## config.mk

```make
export PLATFORM = sky130hd
export DESIGN_NAME = l1_refill_ctrl
export DESIGN_NICKNAME = d
export VERILOG_FILES = /design/src/rtl/l1_refill_ctrl.sv
export SDC_FILE = /design/constraint.sdc
export NUM_CORES = 1
export LEC_CHECK = 0
export CAP_MARGIN = 20
export CORE_AREA = 2 2 250 252
export CTS_BUF_LIST = sky130_fd_sc_hd__clkbuf_2
export DETAILED_ROUTE_END_ITERATION = 16
export DIE_AREA = 0 0 252 254
export DONT_BUFFER_PORTS = 1
export GPL_TIMING_DRIVEN = 0
export PLACE_DENSITY = 0.36
export SETUP_SLACK_MARGIN = 0.3
export SLEW_MARGIN = 10
export SYNTH_ARGS = -nofsm -noshare
export SYNTH_HDL_FRONTEND = slang
export SYNTH_SLANG_ARGS = --single-unit
```

## constraint.sdc

```tcl
create_clock -name clk -period 25.6 [get_ports clk]
set_clock_uncertainty 0.05 [all_clocks]
set_input_delay 5.12 -clock clk [delete_from_list [all_inputs] [get_ports clk]]
set_output_delay 5.12 -clock clk [all_outputs]
set_load 0.03 [all_outputs]
```

## src/rtl/l1_refill_ctrl.sv

```systemverilog
// L1 miss refill controller: optional dirty-victim writeback, line read, then
// a single-cycle tag/data array fill followed by a one-cycle done pulse.
module l1_refill_ctrl #(
    parameter int WAY_NUM   = 4,
    parameter int IDX_WIDTH = 8,
    parameter int TAG_WIDTH = 20,
    parameter int OFF_WIDTH = 4,
    parameter int LINE_W    = 8 * (2 ** OFF_WIDTH),
    parameter int ADDR_W    = TAG_WIDTH + IDX_WIDTH + OFF_WIDTH
) (
    input  logic                 clk,
    input  logic                 rst,
    input  logic                 miss_req,
    input  logic [IDX_WIDTH-1:0] miss_idx,
    input  logic [TAG_WIDTH-1:0] miss_tag,
    input  logic [WAY_NUM-1:0]   way_vect,
    input  logic                 evict_val,
    input  logic                 evict_dirty,
    input  logic [TAG_WIDTH-1:0] evict_tag,
    input  logic [LINE_W-1:0]    evict_data,
    output logic                 busy,
    output logic                 mem_req_val,
    output logic                 mem_req_cmd,
    output logic [ADDR_W-1:0]    mem_req_addr,
    output logic [LINE_W-1:0]    mem_req_wdata,
    input  logic                 mem_req_ack,
    input  logic                 mem_rsp_val,
    input  logic [LINE_W-1:0]    mem_rsp_data,
    output logic                 fill_wen,
    output logic [IDX_WIDTH-1:0] fill_idx,
    output logic [WAY_NUM-1:0]   fill_way_vect,
    output logic [TAG_WIDTH-1:0] fill_tag,
    output logic [LINE_W-1:0]    fill_data,
    output logic                 done,
    output logic                 err
);

    typedef enum logic [2:0] {
        IDLE, WB_REQ, RD_REQ, RD_WAIT, FILL, DONE
    } state_t;

    state_t state, state_nxt;

    logic [IDX_WIDTH-1:0] cap_idx;
    logic [TAG_WIDTH-1:0] cap_tag;
    logic [WAY_NUM-1:0]   cap_way;
    logic [TAG_WIDTH-1:0] cap_etag;
    logic [LINE_W-1:0]    cap_edata;
    logic [LINE_W-1:0]    cap_line;
    logic                 accept;

    // DONE is not busy, so a back-to-back miss can be taken in that cycle.
    assign accept = miss_req && (state == IDLE || state == DONE);

    always_ff @(posedge clk or posedge rst) begin
        if (rst) state <= IDLE;
        else     state <= state_nxt;
    end

    always_comb begin
        state_nxt = state;
        case (state)
            IDLE, DONE: begin
                if (accept)
                    state_nxt = (evict_val && evict_dirty) ? WB_REQ : RD_REQ;
                else
                    state_nxt = IDLE;
            end
            WB_REQ:  if (mem_req_ack) state_nxt = RD_REQ;
            RD_REQ:  if (mem_req_ack) state_nxt = RD_WAIT;
            RD_WAIT: if (mem_rsp_val) state_nxt = FILL;
            FILL:    state_nxt = DONE;
            default: state_nxt = IDLE;
        endcase
    end

    always_ff @(posedge clk or posedge rst) begin
        if (rst) begin
            cap_idx   <= '0;
            cap_tag   <= '0;
            cap_way   <= '0;
            cap_etag  <= '0;
            cap_edata <= '0;
            cap_line  <= '0;
            err       <= 1'b0;
        end else begin
            if (accept) begin
                cap_idx   <= miss_idx;
                cap_tag   <= miss_tag;
                cap_way   <= way_vect;
                cap_etag  <= evict_tag;
                cap_edata <= evict_data;
                if (!$onehot(way_vect)) err <= 1'b1;
            end
            if (state == RD_WAIT && mem_rsp_val) cap_line <= mem_rsp_data;
        end
    end

    // All outputs decode from registered state/captures, so request fields
    // hold steady under backpressure without extra holding logic.
    always_comb begin
        busy          = 1'b0;
        mem_req_val   = 1'b0;
        mem_req_cmd   = 1'b0;
        mem_req_addr  = '0;
        mem_req_wdata = '0;
        fill_wen      = 1'b0;
        fill_data     = '0;
        done          = 1'b0;
        case (state)
            WB_REQ: begin
                busy          = 1'b1;
                mem_req_val   = 1'b1;
                mem_req_cmd   = 1'b1;
                mem_req_addr  = {cap_etag, cap_idx, {OFF_WIDTH{1'b0}}};
                mem_req_wdata = cap_edata;
            end
            RD_REQ: begin
                busy         = 1'b1;
                mem_req_val  = 1'b1;
                mem_req_addr = {cap_tag, cap_idx, {OFF_WIDTH{1'b0}}};
            end
            RD_WAIT: busy = 1'b1;
            FILL: begin
                busy      = 1'b1;
                fill_wen  = 1'b1;
                fill_data = cap_line;
            end
            DONE:    done = 1'b1;
            default: ;
        endcase
    end

    assign fill_idx      = cap_idx;
    assign fill_way_vect = cap_way;
    assign fill_tag      = cap_tag;

endmodule

```

==> results of run 1 <==
## registers in the layout, indices dropped and copies added, names as in the netlist
| name | cells |
|---|---|
| err | 1 |
| cap_etag | 20 |
| state | 3 |
| fill_way_vect | 4 |
| fill_idx | 8 |
| fill_tag | 20 |
| cap_edata | 128 |
| cap_line | 128 |
## per-stage QoR
| stage | instances | total power [mW] |
|---|---|---|
| floorplan | 1036 | 1.79 |
| global placement | 1826 | 2.04 |
| detailed placement | 1829 | 2.05 |
| CTS | 1989 | 2.46 |
| global route | 1998 | 2.56 |
| finish | 1999 | 2.40 |
## cell type report
type / instances / area [µm²] / area share (%)
Buffer: 87 / 467 / 2.90
Sequential cell: 312 / 7810 / 48.5
Antenna cell: 10 / 25.0 / 0.155
Clock buffer: 133 / 666 / 4.13
Clock inverter: 27 / 154 / 0.955
Multi-Input combinational cell: 627 / 5870 / 36.5
Tap cell: 790 / 988 / 6.14
Timing Repair Buffer: 3 / 82.6 / 0.513
Inverter: 10 / 45.0 / 0.280
## kinds of logic after synthesis
group / synth area share (%)
simple gates: 12.2
compound gates: 1.72
buf+inv: 3.56
other cells: 0.0265
fa+ha+maj: 0.318
xor+xnor: 0.124
flops: 55.1
mux: 26.9
## layer usage
layer / vias up / routed length [µm] / track usage [%]
met1: 4558 / 18400 / 16.1
met5: - / 85 / 0
met2: 389 / 26100 / 26.2
met4: 12 / 1020 / 4.87
li1: 3853 / - / -
met3: 84 / 4400 / 6.53
## synthesized netlist by cell type (all sizes together)
cell type	count	share of area, %
nor2	4	0.11
ha	2	0.18
mux2	308	27
dfrtp	312	55
a21o	1	0.053
and2	136	6.0
nand4b	1	0.062
nand2	3	0.080
nand2b	2	0.088
o22ai	1	0.044
a21oi	3	0.11
o2bb2ai	1	0.062
inv	10	0.27
xnor2	2	0.12
and3	131	5.8
a211oi	1	0.053
o32ai	1	0.062
nor3	1	0.035
nand3	1	0.035
conb	1	0.026
a21boi	2	0.11
clkbuf	45	1.3
fa	1	0.14
buf	42	2.0
mux2i	1	0.071
a22o	20	1.2
## worst paths after layout
kind                                from           endpoint  slack [ns]  cells after the start
max                             state[1]  mem_req_wdata[39]       16.80                      5
min                        cap_edata[99]      cap_edata[99]        0.45                      1
max reg2reg                     state[1]       cap_line[81]       23.39                      4
min reg2reg                cap_edata[99]      cap_edata[99]        0.45                      1
max in group asynchronous            rst       cap_etag[19]       20.35                      3
min in group asynchronous            rst       cap_line[80]        3.95                      1
## critical path, stage by stage (launching register included)
cell and delay (ns):
dfrtp_1 0.46, nand2b_1 0.28, nor2_1 0.60, buf_2 0.43, clkbuf_2 0.33, and2_1 0.41
## where the power goes
group	internal [mW]	switching, mW	total, mW	leakage (nW)
Combinational	0.433	0.657	1.09	3.23
Clock	0.151	0.231	0.381	0.620
Sequential	0.746	0.185	0.931	3.69
==> run_results.csv, run 1 <==
group,metric,value,unit
status,status,"completed",
sta,hold_viol_final,0,
finish,drive_gt1_share,42.3,%
sta,period_minus_slack,8.80,ns
clock_network,post_cts_buffers,0,
sta,fin_crit_sh,34.4,%
sta,finalMaxSlewViolations,0,
power,p_leak,7.55,nW
placed_design,post-place-ws,17.68,ns
synth,synth-seq-area-share,55.1,%
finish,fin_util,26.3,%
critical_path,critPathLaunchType,"register",
critical_path,crit_type,"register to primary output",
floorplan,fp-row-count,91,
floorplan,ioPinCount,641,
power,power.density,149,nW/µm²
worst_hold_path,hp-class,"register to register",
sta,setup_viol,0,
finish,fill_cells,6465,
critical_path,cp_max_fo,10,
clock_network,clk-insertion-delay-late,1.09,ns
clock_network,cts_resized,0,
routing,postRouteAntennaNets,0,
floorplan,die-area,64000,µm²
sta,worst_pin_slew,0.830,ns
routing,vias,8896,
finish,final_common_cell,"dfrtp_1",
grt,grt_usage,14.9,%
clock_network,path_clk_slew,0.10,ns
finish,layout_common_cells,"312 x dfrtp_1, 219 x mux2_2, 143 x clkbuf_2, 136 x and2_1, 131 x and3_1",
routing,wire_per_inst,25.0,µm
synth,yosysUniqueCellTypes,30,
routing,drtIter0Drc,410,
clock_network,cts_num_sinks,312,
synth,syn_avg_cell_area,13.7,µm²
floorplan,start_util,23.1,%
finish,final_nets,1452,
clock_network,cts_tree,"done",
finish,area_growth,13.7,%
synth,ys_warn_count,0,
routing,totalWireLength,50000,µm
sta,rsz0062_at_grt,"no",
floorplan,core_area,61300,µm²
sta,relSlewSlack,44.3,%
run,maxCapViolations,0,
clock_network,h-tree-depth,3,
synth,syn_inst,1033,
critical_path,arrival,3.63,ns
routing,drc,0,
placed_design,io_buffers,0,
floorplan,die_w,252,µm
grt,overflow,0,
grt,antenna_found_initial,14,
clock_network,clockBufferDepth,3,
routing,firstDrtPassIters,4,
clock_network,cts-root-buf,"clkbuf_2",
placed_design,placed_area,15300,µm²
grt,grt_max_degree,93,
sta,tns,0,ns
placed_design,dpl.hpwl,37600,µm
routing,drt-vias-per-instance,4.45,
floorplan,die_h,254,µm
critical_path,crit_required,20.43,ns
synth,syn-cell-area,14200,µm²
sta,fmax,114,MHz
placed_design,routabilityCongestion,0.783,
clock_network,holdBufCountCts,0,
finish,design_area,16100,µm²
grt,grt_pass1_wl,69600,µm
grt,grt_pass1_vias,9536,
sta,hold_ws,0.448,ns
clock_network,numCtsBuffers,93,
sta,fin_ws,16.80,ns
synth,ys_ff_latch,312,
critical_path,end_kind,"primary output",
power,peakVddDrop,0.0584,mV
(Power assumes the default switching activity.)
==> run 2, diff against run 1 <==
==> constraint.sdc (replaced) <==
create_clock -name clk -period 9.1 [get_ports clk]
set_clock_uncertainty 0.05 [all_clocks]
set_input_delay 1.82 -clock clk [delete_from_list [all_inputs] [get_ports clk]]
set_output_delay 1.82 -clock clk [all_outputs]
set_load 0.03 [all_outputs]
==> run 2 against run 1 <==
Net effect:
- sequential share of layout area decreased by 0.25 points
- combinational power increased to 2.8 times the previous value
- setup slack got worse by 13 ns
- global-route usage rose by 0.25 points
- flip-flop and latch count unchanged
- non-clock buffer count is 8 higher
- die area unchanged
- largest cell class unchanged
==> run_results.csv, run 2 (synthesized netlist as in run 1, its figures left out) <==
group,metric,value,unit
placed_design,io_buffers,0,
sta,rsz0062_at_grt,"no",
sta,fin_crit_sh,61.0,%
routing,drtIter0Drc,348,
clock_network,clk-insertion-delay-late,1.08,ns
routing,postRouteAntennaNets,0,
grt,antenna_found_initial,21,
finish,final_nets,1459,
clock_network,cts_resized,0,
floorplan,start_util,23.1,%
floorplan,core_area,61300,µm²
floorplan,fp-row-count,91,
critical_path,end_kind,"primary output",
power,p_leak,7.55,nW
worst_hold_path,hold_depth,1,
finish,drive_gt1_share,42.1,%
sta,hold_viol_final,0,
placed_design,dp.cells,1837,
worst_hold_path,worstHoldEndpoint,"cap_edata[104]",
finish,largest_registers,"cap_edata x128, cap_line x128",
finish,fill_cells,6491,
clock_network,numCtsBuffers,92,
worst_hold_path,hp-start,"cap_edata[104]",
critical_path,arrival,3.68,ns
critical_path,timing.rr.start,"state[0]",
clock_network,path_clk_slew,0.12,ns
sta,setup_viol,0,
routing,vias,8851,
critical_path,worstRegToRegCells,5,
power,peakVddDrop,0.141,mV
routing,totalWireLength,50700,µm
sta,tns,0,ns
routing,drt-vias-per-instance,4.42,
clock_network,cts-root-buf,"clkbuf_2",
finish,instances_no_fill,2003,
floorplan,ioPinCount,641,
critical_path,crit_type,"register to primary output",
grt,grt_max_degree,35,
sta,relSlewSlack,39.8,%
status,status,"completed",
finish,layout_common_cells,"312 x dfrtp_1, 219 x mux2_2, 136 x and2_1, 136 x clkbuf_2, 131 x and3_1",
placed_design,dpl.hpwl,39000,µm
grt,overflow,0,
clock_network,cts_num_sinks,312,
clock_network,cts_tree,"done",
power,p_total,6.71,mW
finish,area_growth,14.3,%
sta,worst_pin_slew,0.899,ns
critical_path,cp_max_fo,10,
placed_design,routabilityCongestion,0.796,
worst_hold_path,hp-class,"register to register",
clock_network,post_cts_buffers,0,
critical_path,crit_required,7.23,ns
routing,wire_per_inst,25.3,µm
placed_design,placed_area,15400,µm²
run,maxCapViolations,0,
grt,grt_usage,15.2,%
floorplan,die_h,254,µm
grt,grt_pass1_vias,9637,
floorplan,die-area,64000,µm²
clock_network,h-tree-depth,3,
sta,hold_ws,0.449,ns
placed_design,post-place-ws,4.53,ns
finish,design_area,16200,µm²
critical_path,critPathLaunchType,"register",
routing,firstDrtPassIters,4,
clock_network,clockBufferDepth,3,
floorplan,die_w,252,µm
critical_path,regToRegSetupSlack,6.85,ns
finish,final_common_cell,"dfrtp_1",
power,power.density,414,nW/µm²
clock_network,holdBufCountCts,0,
grt,grt_pass1_wl,70500,µm
sta,fmax,180,MHz
sta,finalMaxSlewViolations,0,
routing,drc,0,
sta,fin_ws,3.55,ns
finish,fin_util,26.4,%
sta,period_minus_slack,5.55,ns
critical_path,reg2reg_to,"cap_line[71]",
-- run 2: cell types whose count changed in the layout (fill, tap and decap cells not counted), sizes merged --
cell / before / now
clkinv: 23 / 20
bufinv: 1 / 0
buf: 45 / 53
clkinvlp: 2 / 6
inv: 11 / 9
clkbuf: 178 / 171
diode: 10 / 15
-- run 2: metal layers --
| layer | global-route usage [%] | vias up | part of all wire, % |
|---|---|---|---|
| met1 | 16.2 | 4455 | 36 |
| met3 | 7.24 | 115 | 9.2 |
| met5 | 0 | - | 0.30 |
| met2 | 26.0 | 390 | 52 |
| met4 | 5.77 | 22 | 2.5 |
| li1 | - | 3869 | - |
-- run 2: cell type report --
class | instances | area (µm²) | share of cell area (%)
sequential | 312 | 7810 | 48.2
multi-input combinational | 627 | 5870 | 36.3
tap | 790 | 988 | 6.10
clock buffer | 126 | 631 | 3.89
buffer | 87 | 467 | 2.88
timing repair buffer | 11 | 235 | 1.45
clock inverter | 25 | 113 | 0.695
inverter | 10 | 41.3 | 0.255
antenna | 15 | 37.5 | 0.232
-- run 2: worst max-delay path, cell delays in order, from the launching register on --
cell	delay [ns]
dfrtp_1	0.47
nand2b_1	0.26
nor2_1	0.72
buf_2	0.40
buf_2	0.33
a22o_1	0.41
-- run 2: worst max path at each step --
| stage | depth (start not counted) | start | slack (ns) | end |
|---|---|---|---|---|
| after CTS | 5 | state[1] | 3.20 | mem_req_wdata[40] |
| after detailed placement | 6 | state[0] | 4.53 | mem_req_wdata[40] |
| after global routing | 5 | state[1] | 3.14 | mem_req_wdata[40] |
| final | 5 | state[1] | 3.55 | mem_req_addr[30] |
| after global placement | 1 | rst | 0.73 | cap_etag[18] |
| after floorplan | 1 | rst | 3.08 | cap_edata[0] |
-- run 2: where the power goes --
| part | leakage (nW) | switching [mW] | total [mW] | internal, mW |
|---|---|---|---|---|
| Sequential | 3.69 | 0.530 | 2.63 | 2.10 |
| Combinational | 3.30 | 1.85 | 3.07 | 1.22 |
| Clock | 0.556 | 0.639 | 1.01 | 0.370 |
| Total | 7.55 | 3.02 | 6.71 | 3.70 |
